$ cat src/rtl/serv_bufreg_nw_if.sv
// Bundle of the buffer register's control, operand and result signals.
// The master drives a pass; the slave (the buffer register) returns the shifted results.
interface serv_bufreg_nw_if #(
    parameter int W = 1
);
    logic         i_en;
    logic         i_init;
    logic         i_cnt0;
    logic         i_rs1_en;
    logic         i_imm_en;
    logic         i_clr_lsb;
    logic         i_sh_signed;
    logic         i_mdu_op;
    logic [W-1:0] i_rs1;
    logic [W-1:0] i_imm;
    logic [W-1:0] o_q;
    logic [1:0]   o_lsb;
    logic         o_last;
    logic [31:0]  o_dbus_adr;
    logic [31:0]  o_ext_rs1;

    modport master (
        output i_en, i_init, i_cnt0, i_rs1_en, i_imm_en, i_clr_lsb,
               i_sh_signed, i_mdu_op, i_rs1, i_imm,
        input  o_q, o_lsb, o_last, o_dbus_adr, o_ext_rs1
    );

    modport slave (
        input  i_en, i_init, i_cnt0, i_rs1_en, i_imm_en, i_clr_lsb,
               i_sh_signed, i_mdu_op, i_rs1, i_imm,
        output o_q, o_lsb, o_last, o_dbus_adr, o_ext_rs1
    );
endinterface

$ cat src/rtl/serv_bufreg_nw.sv
// W-bit-per-cycle 32-bit buffer register: serial address add (init pass) and
// logical/arithmetic right shift (shift pass), with latched address LSBs.
module serv_bufreg_nw #(
    parameter int W   = 1,
    parameter int MDU = 0
) (
    input logic             i_clk,
    input logic             i_rst,
    serv_bufreg_nw_if.slave bus
);
    localparam int            NCHUNK   = 32 / W;
    localparam int            CW       = $clog2(NCHUNK);
    localparam logic [CW-1:0] CNT_LAST = CW'(NCHUNK - 1);

    logic [31:0]   data_q, data_d;
    logic [CW-1:0] cnt_q, cnt_d;
    logic          c_q, c_d;
    logic [1:0]    lsb_q, lsb_d;
    logic          last;
    logic [W-1:0]  rs1_g, imm_g, clr_v;
    logic [W:0]    sum;

    always_comb begin
        last  = bus.i_en & (cnt_q == CNT_LAST);
        // Only bit 0 of the first immediate chunk is cleared (jalr target alignment).
        clr_v = W'(bus.i_cnt0 & bus.i_clr_lsb);
        rs1_g = bus.i_rs1 & {W{bus.i_rs1_en}};
        imm_g = bus.i_imm & {W{bus.i_imm_en}} & ~clr_v;
        sum   = {1'b0, rs1_g} + {1'b0, imm_g} + {{W{1'b0}}, c_q};

        // Carry never survives the last chunk or an idle cycle, so passes stay independent.
        c_d   = bus.i_en & ~last & sum[W];
        cnt_d = bus.i_en ? cnt_q + 1'b1 : '0;

        data_d = data_q;
        lsb_d  = lsb_q;
        if (bus.i_en) begin
            if (bus.i_init) begin
                data_d = {sum[W-1:0], data_q[31:W]};
            end else begin
                data_d = {{W{data_q[31] & bus.i_sh_signed}}, data_q[31:W]};
            end
        end
        if (last & bus.i_init) begin
            lsb_d = data_d[1:0];
        end
    end

    always_ff @(posedge i_clk) begin
        if (i_rst) begin
            data_q <= '0;
            cnt_q  <= '0;
            c_q    <= 1'b0;
            lsb_q  <= 2'b00;
        end else begin
            data_q <= data_d;
            cnt_q  <= cnt_d;
            c_q    <= c_d;
            lsb_q  <= lsb_d;
        end
    end

    always_comb begin
        bus.o_q        = bus.i_en ? data_q[W-1:0] : '0;
        bus.o_lsb      = ((MDU != 0) && bus.i_mdu_op) ? 2'b00 : lsb_q;
        bus.o_last     = last;
        bus.o_dbus_adr = {data_q[31:2], 2'b00};
        bus.o_ext_rs1  = data_q;
    end
endmodule

$ cat src/flat_wrapper.sv
// flat-port wrapper written by rule: the top's interface ports become plain ports
module serv_bufreg_nw_flat 
#(
    parameter int W   = 1,
    parameter int MDU = 0
)
  (i_clk, i_rst, bus_i_en, bus_i_init, bus_i_cnt0, bus_i_rs1_en, bus_i_imm_en, bus_i_clr_lsb, bus_i_sh_signed, bus_i_mdu_op, bus_i_rs1, bus_i_imm, bus_o_q, bus_o_lsb, bus_o_last, bus_o_dbus_adr, bus_o_ext_rs1);
  serv_bufreg_nw_if #(.W(W)) bus_i ();
  input logic i_clk;
  input logic i_rst;
  input wire logic [$bits(bus_i.i_en)-1:0] bus_i_en;
  input wire logic [$bits(bus_i.i_init)-1:0] bus_i_init;
  input wire logic [$bits(bus_i.i_cnt0)-1:0] bus_i_cnt0;
  input wire logic [$bits(bus_i.i_rs1_en)-1:0] bus_i_rs1_en;
  input wire logic [$bits(bus_i.i_imm_en)-1:0] bus_i_imm_en;
  input wire logic [$bits(bus_i.i_clr_lsb)-1:0] bus_i_clr_lsb;
  input wire logic [$bits(bus_i.i_sh_signed)-1:0] bus_i_sh_signed;
  input wire logic [$bits(bus_i.i_mdu_op)-1:0] bus_i_mdu_op;
  input wire logic [$bits(bus_i.i_rs1)-1:0] bus_i_rs1;
  input wire logic [$bits(bus_i.i_imm)-1:0] bus_i_imm;
  output wire logic [$bits(bus_i.o_q)-1:0] bus_o_q;
  output wire logic [$bits(bus_i.o_lsb)-1:0] bus_o_lsb;
  output wire logic [$bits(bus_i.o_last)-1:0] bus_o_last;
  output wire logic [$bits(bus_i.o_dbus_adr)-1:0] bus_o_dbus_adr;
  output wire logic [$bits(bus_i.o_ext_rs1)-1:0] bus_o_ext_rs1;
  assign bus_i.i_en = bus_i_en;
  assign bus_i.i_init = bus_i_init;
  assign bus_i.i_cnt0 = bus_i_cnt0;
  assign bus_i.i_rs1_en = bus_i_rs1_en;
  assign bus_i.i_imm_en = bus_i_imm_en;
  assign bus_i.i_clr_lsb = bus_i_clr_lsb;
  assign bus_i.i_sh_signed = bus_i_sh_signed;
  assign bus_i.i_mdu_op = bus_i_mdu_op;
  assign bus_i.i_rs1 = bus_i_rs1;
  assign bus_i.i_imm = bus_i_imm;
  assign bus_o_q = bus_i.o_q;
  assign bus_o_lsb = bus_i.o_lsb;
  assign bus_o_last = bus_i.o_last;
  assign bus_o_dbus_adr = bus_i.o_dbus_adr;
  assign bus_o_ext_rs1 = bus_i.o_ext_rs1;
  serv_bufreg_nw #(.W(W), .MDU(MDU)) u_core (.i_clk(i_clk), .i_rst(i_rst), .bus(bus_i));
endmodule
$ cat config.mk
export PLATFORM = sky130hd
export DESIGN_NAME = serv_bufreg_nw_flat
export DESIGN_NICKNAME = d
export VERILOG_FILES = /design/src/rtl/serv_bufreg_nw_if.sv /design/src/rtl/serv_bufreg_nw.sv /design/src/flat_wrapper.sv
export SDC_FILE = /design/constraint.sdc
export NUM_CORES = 1
export LEC_CHECK = 0
export CORE_UTILIZATION = 44
export CTS_CLUSTER_SIZE = 28
export DETAILED_ROUTE_END_ITERATION = 16
export PLACE_DENSITY = 0.84
export RECOVER_POWER = 25
export SLEW_MARGIN = 0
export SYNTH_ARGS = -nofsm -noshare
export SYNTH_HDL_FRONTEND = slang
export SYNTH_SLANG_ARGS = --single-unit
$ cat constraint.sdc
create_clock -name i_clk -period 2.38 [get_ports i_clk]
set_input_delay 0.357 -clock i_clk [delete_from_list [all_inputs] [get_ports i_clk]]
set_output_delay 0.357 -clock i_clk [all_outputs]
set_load 0.01 [all_outputs]
==> results.cfg <==
[worst_hold_path]
min_to = u_core.cnt_q[0]
hold_start = u_core.cnt_q[0]
hp-class = reg2reg
whs_path_depth = 1

[synth]
synthCells = 175
yosysWarnings = 0
synth_cell_types = 24
synth.yosys.seq_area_share_pct = 45.49
syn_area_um2 = 1760
syn_area_per_cell_um2 = 10.06
ys_seq_elements = 40

[route]
drc_errors = 0
via_per_inst = 4.577
drtPass1Iterations = 3
ant_nets = 0
drtIter0Drc = 40
routed_wl_um = 3198
drt-wirelength-per-cell_um = 11.76
vias = 1245

[critical_path]
crit_path_start_kind = flip-flop
worstPathMaxFanout = 3
r2r-end = u_core.bus.o_lsb[0]
critPathBufInv = 1
arrival_ns = 1.87
slowest_stage = clkdlybuf4s50_1
r2r_setup_slack_ns = 0.88
r2r-start = u_core.cnt_q[0]
path_cells = ha_1, and3_1, ha_1, and2_1, clkdlybuf4s50_1
reg2regPathDepth = 6
critPathTopFamily = buffers and inverters
cp-end-kind = output pin
critPathKind = reg2out
cp_common_cell = ha_1
crit_required_ns = 2.02
slowest_delay_ns = 0.48

[timing]
slew_violations = 23
fin_crit_ns = 2.226
period_share_pct = 93.53
setup_tns_ns = 0
fmax_ghz = 0.4493
rsz0062_at_grt = false
fin_skew_ns = 0.005446
maxSlewHeadroom_pct = -2.441
final_hold_viol_count = 0
setup_viol = 0
tightest_slew_ns = 1.537

[grt]
grt_max_degree = 23
track_usage_pct = 15.53
grt_overflow_total = 0
antenna_found_initial = 0
grt_first_pass_wirelength_um = 5112
grt_pass1_vias = 1099

[clocking]
ctsResizeCount = 0
cts-root-buf = clkbuf_8
cts_inserted_buffers = 5
cts_max_level = 2
hold_buffers = 0
clk_pin_slew_ns = 0.08
cts_tree = done
clockBufferDepth = 2
postCtsSetupBuffers = 0
clock_sinks = 40
clock_latency_ns = 0.28

[die]
die_x_um = 65.26
dieArea_um2 = 4258
initial_utilization_pct = 47.03
placeableCoreArea_um2 = 3744
fp.dieH_um = 65.26
io_pins = 80
rows = 22

[pwr]
p_clk_share_pct = 37.7
p_seq_share_pct = 56.2
totalPowerFinal_mw = 1.199
pwr-share-comb_pct = 6.0
powerDensity_nw_per_um2 = 507.6
power.switching_mw = 0.2544
ir_drop_uv = 408.3
p_leak_nw = 0.9664
p_int_mw = 0.9447
swShare_pct = 21.22

[placement]
io_buffers = 76
gp_congestion = 0.6733
placed_cell_area_um2 = 2281
hpwl_um = 2295

[finish]
layout.nets = 238
fillers = 366
area_growth_pct = 34.19
antenna_cells = 0
final_area_um2 = 2362
final_layout_size_suffix_gt1_share_pct = 3.571

[run_status]
status = complete, but fails checks
violations = max-capacitance violations, max-slew violations

[run]
maxCapViolations = 1
## worst reg2reg max path, stage by stage, from the launching register on
cell and delay, ns:
dfxtp_1 0.34, ha_1 0.22, and3_1 0.19, ha_1 0.20, nand3_1 0.16, mux2i_1 0.21, nor2_1 0.05
## cell usage in the layout, fill, tap and decap left out
cell	instances
xnor2_1	1
a21oi_1	1
xor2_1	1
mux2i_1	33
clkdlybuf4s50_1	74
o21ai_0	1
dlygate4sd3_1	1
buf_4	2
conb_1	2
and3_1	1
nor2_1	38
nand2b_1	1
ha_1	2
nand3b_1	1
dfxtp_1	40
nand2_1	2
nor3_1	1
inv_1	4
and2_1	2
nor2b_1	1
fa_1	1
clkbuf_1	5
nand3_1	3
clkbuf_8	6
## metal layers
layer,routed length (um),vias up,track usage [%],share of wire (%)
li1,-,621,-,-
met4,14,0,3.261,0.44
met5,0,-,0,0
met3,204,2,5.729,6.4
met1,1445,578,18.70,45
met2,1533,44,26.29,48
## worst max-delay path by stage
stage	startpoint	cells after the start	end	slack (ns)
CTS	u_core.cnt_q[0]	5	bus_o_last	0.15
finish	u_core.cnt_q[0]	5	bus_o_last	0.15
global placement	u_core.cnt_q[0]	5	bus_o_last	0.49
detailed placement	u_core.cnt_q[0]	5	bus_o_last	0.46
global route	u_core.cnt_q[0]	5	bus_o_last	0.08
floorplan	u_core.cnt_q[0]	4	bus_o_last	0.96
## flip-flops by register name, indices dropped and copies added (netlist names)
register and cells:
u_core.c_q 1, u_core.cnt_q 5, u_core.bus.o_lsb 2, u_core.bus.o_ext_rs1 32
## through the flow
stage                     hold WS (ns)  setup WS [ns]  util [%]  cells
after floorplan                 0.4179         0.9647         -    176
after CTS                       0.4638         0.1475     63.34    272
after global routing            0.4760        0.07505     63.10    272
after global placement          0.4315         0.4901     60.93    264
after detailed placement        0.4469         0.4626     60.93    264
final                           0.4706         0.1541     63.10    272
## power by group through the flow
| stage | clock, mW | combinational, mW | sequential [mW] |
|---|---|---|---|
| 4_1_cts | 0.466 | 0.0729 | 0.674 |
| 2_1_floorplan | 0 | 0.0571 | 0.690 |
| 3_3_place_gp | 0 | 0.0712 | 0.690 |
| 5_1_grt | 0.498 | 0.0783 | 0.674 |
| 6_report | 0.453 | 0.0721 | 0.674 |
| 3_5_place_dp | 0 | 0.0728 | 0.690 |
## final cells by class
| class | count | area [um2] | area share [%] |
|---|---|---|---|
| clock buffers | 8 | 90.09 | 3.814 |
| flip-flops and latches | 40 | 800.8 | 33.90 |
| repair buffers | 80 | 777.0 | 32.89 |
| well taps | 48 | 60.06 | 2.542 |
| multi-input cells | 92 | 619.3 | 26.22 |
| inverters | 4 | 15.01 | 0.6356 |
## logic make-up (layout without fill, tap and decap cells)
family / count (synthesis) / in the layout / share of synthesized area [%]
AND/OR/NAND/NOR: 50 / 50 / 11.87
buffers and inverters: 44 / 92 / 19.55
flip-flops: 40 / 40 / 45.49
multiplexers: 33 / 33 / 18.76
adder cells (fa/ha/maj): 3 / 3 / 2.558
AO/OA/AOI/OAI: 2 / 2 / 0.5680
XOR/XNOR: 2 / 2 / 0.9952
other: 1 / 2 / 0.2130
## synth_stat cells
cell      number  share of area, %
a21oi_1        1              0.28
and2_1         2              0.71
and3_1         1              0.36
buf_12         3               3.4
buf_2          2              0.57
buf_4         32                14
buf_6          1              0.64
clkbuf_1       2              0.43
conb_1         1              0.21
dfxtp_1       40                45
fa_1           1               1.1
ha_1           2               1.4
inv_1          4              0.85
mux2i_1       33                19
nand2_1        2              0.43
nand2b_1       1              0.36
nand3_1        3              0.85
nand3b_1       1              0.43
nor2_1        38               8.1
nor2b_1        1              0.36
nor3_1         1              0.28
o21ai_0        1              0.28
xnor2_1        1              0.50
xor2_1         1              0.50
No activity file was read; power rests on OpenSTA's default activity.
